===== config.mk =====
export PLATFORM = sky130hd
export DESIGN_NAME = constraint_2_gen
export DESIGN_NICKNAME = d
export VERILOG_FILES = /design/src/rtl/constraint_2_pkg.sv /design/src/rtl/constraint_2_chk.sv /design/src/rtl/constraint_2_gen.sv
export SDC_FILE = /design/constraint.sdc
export NUM_CORES = 1
export LEC_CHECK = 0
export CAP_MARGIN = 20
export CORE_ASPECT_RATIO = 0.7
export CORE_MARGIN = 2
export CORE_UTILIZATION = 46
export CTS_CLUSTER_SIZE = 25
export DETAILED_ROUTE_END_ITERATION = 16
export PLACE_DENSITY = 0.7
export SKIP_LAST_GASP = 1
export SLEW_MARGIN = 10
export SYNTH_ARGS = -nofsm -noshare
export SYNTH_HDL_FRONTEND = slang
export SYNTH_SLANG_ARGS = --single-unit

===== constraint.sdc =====
create_clock -name clk -period 5.7 [get_ports clk]
set_input_delay 0.57 -clock clk [delete_from_list [all_inputs] [get_ports clk]]
set_output_delay 0.57 -clock clk [all_outputs]
set_load 0.005 [all_outputs]

===== src/rtl/constraint_2_pkg.sv =====
// Shared widths, LFSR polynomial, FSM state type and output payload for the
// constraint-2 stimulus generator.
package constraint_2_pkg;

  localparam int unsigned W_VAR20 = 18;
  localparam int unsigned W_VAR2  = 15;
  localparam int unsigned W_LFSR  = 32;
  localparam int unsigned W_TRIES = 4;

  // x^32 + x^22 + x^2 + x + 1, Galois form, right-shifting
  localparam logic [W_LFSR-1:0] LFSR_TAPS = 32'h8020_0003;

  typedef enum logic [1:0] {
    ST_IDLE = 2'd0,
    ST_GEN  = 2'd1,
    ST_HOLD = 2'd2
  } c2_state_t;

  // One emitted vector plus its side-band information
  typedef struct packed {
    logic [W_VAR20-1:0] var_20;
    logic [W_VAR2-1:0]  var_2;
    logic [W_TRIES-1:0] tries;
    logic               forced;
  } c2_vec_t;

  // Single Galois step: shift right, fold the dropped bit back through the taps
  function automatic logic [W_LFSR-1:0] lfsr_next(input logic [W_LFSR-1:0] s);
    return (s >> 1) ^ (s[0] ? LFSR_TAPS : '0);
  endfunction

endpackage


===== src/rtl/constraint_2_chk.sv =====
// Constraint-2 predicate: (var_20 != 0) -> (var_2 != 0).
module constraint_2_chk
  import constraint_2_pkg::*;
(
  input  logic [W_VAR20-1:0] var_20,
  input  logic [W_VAR2-1:0]  var_2,
  output logic               ok
);

  assign ok = (var_20 == '0) || (var_2 != '0);

endmodule


===== src/rtl/constraint_2_gen.sv =====
// Constrained-random var_20/var_2 generator for constraint 2: LFSR candidates,
// rejection sampling, valid/ready delivery.
// Build option: define CONSTRAINT_2_REPAIR_EN to force var_2 = 1 after
// MAX_TRIES rejections; otherwise retries are unbounded and forced stays 0.
module constraint_2_gen
  import constraint_2_pkg::*;
#(
  parameter logic [W_LFSR-1:0] SEED      = 32'hACE1_2024,
  parameter int unsigned       MAX_TRIES = 8
) (
  input  logic               clk,
  input  logic               rst,
  input  logic               en,
  input  logic               seed_load,
  input  logic [W_LFSR-1:0]  seed_in,
  output logic               out_valid,
  input  logic               out_ready,
  output logic [W_VAR20-1:0] var_20,
  output logic [W_VAR2-1:0]  var_2,
  output logic [W_TRIES-1:0] tries,
  output logic               forced
);

`ifdef CONSTRAINT_2_REPAIR_EN
  localparam bit REPAIR_EN = 1'b1;
`else
  localparam bit REPAIR_EN = 1'b0;
`endif

  localparam logic [W_TRIES-1:0] TRY_LIMIT = W_TRIES'(MAX_TRIES);
  localparam logic [W_TRIES-1:0] TRY_SAT   = '1;
  // A zero LFSR would lock up, so a zero seed falls back to SEED
  localparam logic [W_LFSR-1:0]  SEED_SAFE = (SEED == '0) ? W_LFSR'(1) : SEED;

  c2_state_t          state_q, state_d;
  logic [W_LFSR-1:0]  lfsr_q, lfsr_d;
  logic [W_TRIES-1:0] cnt_q, cnt_d;
  c2_vec_t            vec_q, vec_d;
  logic               valid_q, valid_d;

  logic [W_VAR20-1:0] cand_20;
  logic [W_VAR2-1:0]  cand_2;
  logic               cand_ok;
  logic [W_LFSR-1:0]  seed_val;

  // Candidate fields overlap on LFSR bit 17
  assign cand_20  = lfsr_q[W_VAR20-1:0];
  assign cand_2   = lfsr_q[W_LFSR-1:W_LFSR-W_VAR2];
  assign seed_val = (seed_in == '0) ? SEED_SAFE : seed_in;

  constraint_2_chk u_chk (
    .var_20 (cand_20),
    .var_2  (cand_2),
    .ok     (cand_ok)
  );

  // State, LFSR, try counter and output registers
  always_ff @(posedge clk or posedge rst) begin
    if (rst) begin
      state_q <= ST_IDLE;
      lfsr_q  <= SEED_SAFE;
      cnt_q   <= '0;
      vec_q   <= '0;
      valid_q <= 1'b0;
    end else begin
      state_q <= state_d;
      lfsr_q  <= lfsr_d;
      cnt_q   <= cnt_d;
      vec_q   <= vec_d;
      valid_q <= valid_d;
    end
  end

  // Next-state and next-output logic; seed_load flushes from any state
  always_comb begin
    state_d = state_q;
    lfsr_d  = lfsr_q;
    cnt_d   = cnt_q;
    vec_d   = vec_q;
    valid_d = valid_q;

    if (seed_load) begin
      lfsr_d  = seed_val;
      state_d = ST_IDLE;
      cnt_d   = '0;
      valid_d = 1'b0;
    end else begin
      unique case (state_q)
        ST_IDLE: begin
          valid_d = 1'b0;
          if (en) state_d = ST_GEN;
        end
        ST_GEN: begin
          lfsr_d = lfsr_next(lfsr_q);
          if (cand_ok) begin
            vec_d.var_20 = cand_20;
            vec_d.var_2  = cand_2;
            vec_d.tries  = cnt_q;
            vec_d.forced = 1'b0;
            valid_d      = 1'b1;
            state_d      = ST_HOLD;
          end else if (REPAIR_EN && (cnt_q == TRY_LIMIT)) begin
            vec_d.var_20 = cand_20;
            vec_d.var_2  = W_VAR2'(1);
            vec_d.tries  = cnt_q;
            vec_d.forced = 1'b1;
            valid_d      = 1'b1;
            state_d      = ST_HOLD;
          end else if (cnt_q != TRY_SAT) begin
            cnt_d = cnt_q + W_TRIES'(1);
          end
        end
        ST_HOLD: begin
          valid_d = 1'b1;
          if (out_ready) begin
            valid_d = 1'b0;
            cnt_d   = '0;
            state_d = en ? ST_GEN : ST_IDLE;
          end
        end
        default: begin
          state_d = ST_IDLE;
          valid_d = 1'b0;
        end
      endcase
    end
  end

  assign out_valid = valid_q;
  assign var_20    = vec_q.var_20;
  assign var_2     = vec_q.var_2;
  assign tries     = vec_q.tries;
  assign forced    = vec_q.forced;

endmodule

# Yosys cells after proc, flatten, opt, wreduce, memory -nomap -nowiden
# Index checks and enable logic that the tools add are counted.
# totals
regBits,76
input_bits,37
out_inout_bits,39
wordCells,47
# classes
n_addsub,1
n_eq_ne,8
mux,19
n_bitwise,2
reduce_logical,10
# ops
cell,n
2-to-1 mux 32 bit,4
zero test 32 bit,1
XOR 31 x 32 -> 32 bit,1
zero test 18 bit,1
2-to-1 mux 4 bit,4
"!= test 3 bit, second input constant",5
nonzero test 15 bit,1
2-to-1 mux 2 bit,4
case mux 4 bit (2 select lines),1
case mux 2 bit (3 select lines),1
AND reduction 3 bit,2
"adder 4 x 1 -> 4 bit, second input constant",1
2-to-1 mux 1 bit,4
"!= test 4 bit, second input constant",1
AND reduction 4 bit,1
nonzero test 3 bit,1
"== test 2 x 1 -> 1 bit, second input constant",1
"== test 2 bit, second input constant",1
zero test 2 bit,1
case mux 1 bit (2 select lines),1
nonzero test 2 bit,1
logical OR 1 bit,1
inverter 1 bit,1

# Longest topological paths before layout
# Gate-level depths: netlist (run 1).
# depth
depth_word,5
mapped_depth,9
depth_no_buf,7

# Cells and area by module
# Synthesis (run 1) repeated with hierarchy kept, for this count alone.
# hier_totals
hier_cells,309
hier_area_um2,3515.9
# by_module_without_submodules
mod,instances,cells_per_inst,area_per_inst_um2,seq_area_each_um2
constraint_2_gen,1,298,3432.0,1890.6
constraint_2_chk,1,11,83.8,0.0

# Worst setup path after synthesis (run 1)
# Ideal clock, no wire load.
# synth_path
kind,reg2reg
start,register lfsr_q[0]
end,register vec_q (netlist bit tries[2])
setup_time_ps,125
arrival_ps,1802
t_required_ps,5575
path_slack_ps,3773
stages_incl_launch_ff,8
path_buffers,1
period_less_slack_ps,1927
cell_sequence,dfrtp_1 inv_1 ha_1 nor4b_1 and3_1 a41oi_4 buf_6 mux2_4
# synth_between
elab_chain_cells,3
# synth_rtl
item,line_no,text
from (decl),constraint_2_gen.sv:36,"logic [W_LFSR-1:0] lfsr_q, lfsr_d;"
from (signal assigned),constraint_2_gen.sv:67,lfsr_q <= lfsr_d;
zero test 18 bit,constraint_2_chk.sv:10,assign ok = (var_20 == '0) || (var_2 != '0);
logical OR 1 bit,constraint_2_chk.sv:10,
AND reduction 3 bit (no source line),-,
to (signal assigned),constraint_2_gen.sv:69,vec_q <= vec_d;
to (decl),constraint_2_gen.sv:38,"c2_vec_t vec_q, vec_d;"
# No other way between the ends.
# A chain may end at the register's enable or synchronous reset.

# Final worst setup path (run 1)
# layout_path
start,input port seed_load
end,register vec_q (netlist bit var_2[4])
# layout_between
elab_chain_cells,2
# layout_rtl
item,line_no,text
from (decl),constraint_2_gen.sv:14,"input logic seed_load,"
inverter 1 bit (no source line),-,
AND reduction 3 bit (no source line),-,
# No other way between the ends.

==> results of run 1 <==
-- report_power, final --
group / internal, W / switching (W) / leakage [nW]
registers: 0.000736 / 0.000158 / 0.912
logic: 0.000574 / 0.000338 / 1.06
clock network: 0.000473 / 0.000221 / 0.177
total: 0.00178 / 0.000717 / 2.14
-- final timing paths --
path	end	start	cells after the start
max in group asynchronous	cnt_q[0]	rst	3
worst min register to register	var_20[0]	var_20[0]	2
worst min-delay path	var_20[5]	rst	2
min in group clk	var_20[0]	var_20[0]	2
worst max register to register	var_2[4]	state_q[1]	7
worst max-delay path	var_2[4]	seed_load	6
-- cells in the final DEF (no fill, tap or decap), drive strengths merged, types with 5 or more instances in the layout --
cell type      synthesis  final
a21oi                  5      5
a221o                  6      6
clkbuf                 8     10
clkdlybuf4s50          0     74
dfrtp                 64     64
dfstp                 11     11
ha                     7      7
inv                    8      8
mux2                  34     34
mux2i                 27     27
nand2                 32     32
nand3                  5      5
nor2                   7      7
nor4                  12     12
o21a                   6      6
o21ai                 27     27
-- final cells by class --
type / instances / area (µm²)
Clock inverter: 6 / 137.6
Fill cell: 639 / 2949
Clock buffer: 10 / 229.0
Inverter: 8 / 30.03
Multi-Input combinational cell: 202 / 1650
Timing Repair Buffer: 78 / 790.8
Tap cell: 101 / 126.4
Sequential cell: 75 / 1891
-- registers in the layout (all words and copies together), names as in the netlist --
| register | cells |
|---|---|
| var_2 | 15 |
| out_valid | 1 |
| tries | 4 |
| lfsr_q | 32 |
| cnt_q | 4 |
| state_q | 2 |
| var_20 | 17 |
-- through the flow --
step / total power [W] / std cells / hold slack (ns) / cell area, µm² / setup slack (ns)
6_report: 0.002500 / 480 / 0.4932 / 4855 / 2.682
5_1_grt: 0.002637 / 480 / 0.5213 / 4855 / 2.478
4_1_cts: 0.002512 / 479 / 0.5004 / 4827 / 2.317
3_5_place_dp: 0.001805 / 463 / 0.4972 / 4461 / 1.960
3_3_place_gp: 0.001775 / 463 / 0.4854 / 4461 / 2.059
2_1_floorplan: 0.001420 / 303 / 0.4712 / 3675 / 3.238
-- logic make-up after synthesis --
group           after synthesis
flops                        75
fa+ha+maj                     7
mux                          61
other cells                   1
compound gates               56
simple gates                 75
buf+inv                      26
xor+xnor                      2
-- per-layer routing --
layer | vias to the layer above | track usage [%] | routed length, µm | share of wire, %
met4 | 0 | 6.625 | 121 | 1.4
li1 | 1250 | - | - | -
met5 | - | 0 | 0 | 0
met3 | 13 | 6.031 | 494 | 5.6
met2 | 78 | 30.18 | 3764 | 43
met1 | 1291 | 31.13 | 4385 | 50
==> results_dict.tcl, run 1 <==
set metrics [dict create \
    status "completed" \
    pwr_density_cell_nw_per_um2 515.1 \
    cp.required_ns 5.92 \
    antenna_cells 0 \
    synth_common_cells "dfrtp_1, mux2_4, nand2_1" \
    cts_tree "built" \
    tightest_slew_ns 0.9950 \
    io_buffers 74 \
    synth.area.top_cells "dfrtp_1, mux2_4, dfstp_2, mux2i_1, o21ai_0" \
    routed_wl_um 8765 \
    crit_path_top_delay_cell "a41oi_4" \
    layout_min_cycle_time_ns 3.018 \
    setup_tns_ns 0 \
    first_global_vias 2683 \
    numCtsBuffers 9 \
    slew_viol_final 0 \
    dieArea_um2 8731 \
    finalClockSkew_ns 0.004105 \
    yosys.area_share.simple_pct 10.38 \
    antenna_found_initial 0 \
    synth_compound_area_share_pct 10.45 \
    crit_buf_inv 4 \
    p_leak_nw 2.144 \
    grt_max_degree 63 \
    hold_path_class "in2async" \
    grt_overflow 0 \
    finalNetCount 418 \
    synth_xor_area_share_pct 0.4767 \
    io_pins 76 \
    synth_top_family_by_area "multiplexers" \
    dp_hpwl_um 5959 \
    cpPeakStageDelay_ns 0.63 \
    area_delta_synth_final_pct 32.11 \
    synthMuxAreaShare_pct 21.04 \
    ir_drop_v 0.0002250 \
    setup_viol 0 \
    regToRegSetupSlack_ns 2.79 \
    drc 0 \
    rows 27 \
    synth_seq_cells 75 \
    synth.top_cell.area_share_pct 43.58 \
    utilization_pct 62.21 \
    cts_sinks 75 \
    maxSlewHeadroom_pct 33.67 \
    clk_path_buf_depth 2 \
    netlist_instances 303 \
    cp_max_fo 58 \
    crit_type "in2reg" \
    grt_pass1_wl_um 14220 \
    postCtsSetupBuffers 0 \
    ys.flop_type "dfrtp_1" \
    vias_per_cell 5.483 \
    maxCapViolCount 0 \
    async_reset_ff_share_pct 100.0 \
    dr.first_iter.drc_count 132 \
    path_delay_family "buffers and inverters" \
    core_area_um2 7804 \
    cp_cell_sequence "clkdlybuf4s50_1, buf_4, inv_1, a41oi_4, buf_4, mux2_4" \
    vias 2632 \
    yosysTopAreaCell "dfrtp_1" \
    clock_latency_ns 0.33 \
    synth_edf_count 0 \
    yosys.cell_count.top_type "dfrtp_1" \
    yosysWarnings 0 \
    hold_buffers 0 \
    layout-drive-gt1-share_pct 18.47 \
    wl_per_cell_um 18.26 \
    max_freq_mhz 331.3 \
    htree_levels 3 \
    yosysSeqAreaShare_pct 51.45 \
    crit_top_cell "buf_4" \
    hold_violations 0 \
    arrival_ns 3.24 \
    rsz0062_at_grt "no" \
    start_util_pct 47.09 \
    place_congestion 0.8190 \
    synthesis.nets 347 \
    ys_types 42 \
    avgSynthCellArea_um2 12.13 \
    track_usage_pct 21.13 \
    mappedNetlistArea_um2 3675 \
    first_pass_iters 4 \
    ant_nets 0 \
    die_h_um 78.78 \
    cts-root-buf "clkbuf_16" \
    die_x_um 110.8 \
    cp-end-kind "flip-flop" \
    start_kind "input pin" \
    synth_adder_area_share_pct 2.383 \
    cts.clk_slew.worst_paths_ns 0.06 \
    post_cts_resized 0 \
    finalCritPeriodShare_pct 52.95 \
]
No activity file was read; power rests on OpenSTA's default activity.
==> run 2, diff against run 1 <==
- PLACE_DENSITY: 0.7 -> 0.73
- clock period: 5.7 -> 2.7 ns (I/O delays scaled with it)
==> run 2 against run 1 <==
Compared with the run above:
- final cell count is 0.63% higher
- register-to-register slack worse by 2.3 ns
- sequential cell count stayed put
- first-iteration DRC count is 7.6% higher
- global-route usage is 0.72 points lower
- setup slack worse by 2.2 ns
- clock-buffer cell count stayed put
- clock power is 55% higher
- sequential share of layout area is 0.51 points higher
- critical endpoint is now tries[3]
==> results_dict.tcl, run 2 (synthesis gave the netlist of run 1 again) <==
set metrics [dict create \
    status "completed" \
    cp.required_ns 2.91 \
    setup_ws_ns 0.5180 \
    antenna_found_initial 0 \
    r2r_start "lfsr_q[20]" \
    cts.clk_slew.worst_paths_ns 0.06 \
    first_pass_iters 4 \
    antenna_cells 0 \
    dr.first_iter.drc_count 142 \
    top_register "lfsr_q" \
    hold_buffers 0 \
    rr_worst_depth 5 \
    vias_per_cell 5.602 \
    drc 0 \
    ir_drop_v 0.0004423 \
    hold_violations 0 \
    crit_buf_inv 1 \
    routed_wl_um 8541 \
    finalCritPeriodShare_pct 80.82 \
    grt_pass1_wl_um 13790 \
    setup_viol 0 \
    cts_tree "built" \
    tightest_slew_ns 0.5401 \
    dieArea_um2 8731 \
    cts-root-buf "clkbuf_16" \
    rsz0062_at_grt "no" \
    pwr_density_cell_nw_per_um2 1022 \
    start_util_pct 47.09 \
    utilization_pct 61.41 \
    hold_path_class "in2async" \
    place_ws_ns 0.5816 \
    dp_hpwl_um 5985 \
    layout-drive-gt1-share_pct 19.37 \
    postCtsSetupBuffers 0 \
    crit_type "reg2reg" \
    regToRegSetupSlack_ns 0.52 \
    io_pins 76 \
    place_congestion 0.8046 \
    crit_path_top_delay_cell "nor4_1" \
    die_h_um 78.78 \
    mostFrequentLayoutCells "clkdlybuf4s50_1, dfrtp_1, nand2_1, mux2_4" \
    io_buffers 74 \
    first_global_vias 2568 \
    wl_per_cell_um 17.68 \
    cp-end-kind "flip-flop" \
    layout_min_cycle_time_ns 2.182 \
    vias 2706 \
    path_delay_family "compound AO/OA/AOI/OAI gates" \
    slew_viol_final 0 \
    power_w 0.004896 \
    core_area_um2 7804 \
    mostFrequentLayoutCell "clkdlybuf4s50_1" \
    cpPeakStageDelay_ns 0.48 \
    clk_path_buf_depth 2 \
    track_usage_pct 20.41 \
    start_kind "flip-flop" \
    ant_nets 0 \
    arrival_ns 2.40 \
    area_delta_synth_final_pct 30.41 \
    die_x_um 110.8 \
    cts_sinks 75 \
    cp_cell_sequence "nor4_1, a41oi_1, a41oi_4, buf_4, mux2_2" \
    grt_max_degree 52 \
    post_cts_resized 0 \
    maxCapViolCount 0 \
    clock_latency_ns 0.33 \
    p_leak_nw 2.119 \
    maxSlewHeadroom_pct 63.86 \
    grt_overflow 0 \
    htree_levels 3 \
    reg2reg_to "tries[3]" \
    max_freq_mhz 458.3 \
    rows 27 \
    finalClockSkew_ns 0.004702 \
    finalNetCount 422 \
    setup_tns_ns 0 \
    numCtsBuffers 9 \
    largest_register_ff_count 32 \
    cp_max_fo 16 \
    worst-path-stages 5 \
]
run 2: cell count changes in the layout (fill, tap and decap cells not counted), moves of 2 or more:
cell        delta
buf_4          +3
bufinv_16      -4
buf_12         +2
clkinvlp_4     +2
clkinv_2       +3
clkinv_4       -2
run 2: per-stage QoR:
step	hold slack, ns	area (µm²)	std cells
after global placement	0.4808	4523	468
after global routing	0.3593	4792	483
after floorplan	0.3868	3675	303
after CTS	0.3217	4792	483
final	0.3074	4792	483
after detailed placement	0.4853	4523	468
run 2: worst register-to-register path: stages (launching register included):
cell and delay (ns):
dfrtp_1 0.41, nor4_1 0.48, a41oi_1 0.27, a41oi_4 0.27, buf_4 0.28, mux2_2 0.36
run 2: worst max path at each step:
| stage | start | end | slack, ns |
|---|---|---|---|
| 2_1_floorplan | rst | cnt_q[0] | 0.54 |
| 3_3_place_gp | lfsr_q[20] | var_2[14] | 0.58 |
| 3_5_place_dp | lfsr_q[20] | tries[3] | 0.58 |
| 4_1_cts | lfsr_q[20] | tries[3] | 0.56 |
| 5_1_grt | lfsr_q[20] | tries[3] | 0.31 |
| 6_report | lfsr_q[20] | tries[3] | 0.52 |
run 2: final cells by class:
class	instances	area (µm²)
Clock buffer	10	239.0
Clock inverter	5	30.03
Fill cell	647	3012
Inverter	8	30.03
Multi-Input combinational cell	202	1650
Sequential cell	75	1891
Tap cell	101	126.4
Timing Repair Buffer	82	825.8
run 2: layer usage:
layer  GRT usage (%)  share of wire [%]  vias to the layer above
met5               0                  0                        -
met4           4.625               0.68                        0
met3           7.557                5.6                        8
met2           28.59                 43                       80
met1           30.10                 51                     1363
li1                -                  -                     1255
run 2: report_power, final:
group | leakage, nW | total (W) | switching [W] | internal (W)
clock network | 0.130 | 0.00108 | 0.000448 | 0.000636
logic | 1.08 | 0.00192 | 0.000704 | 0.00121
registers | 0.912 | 0.00189 | 0.000339 | 0.00155
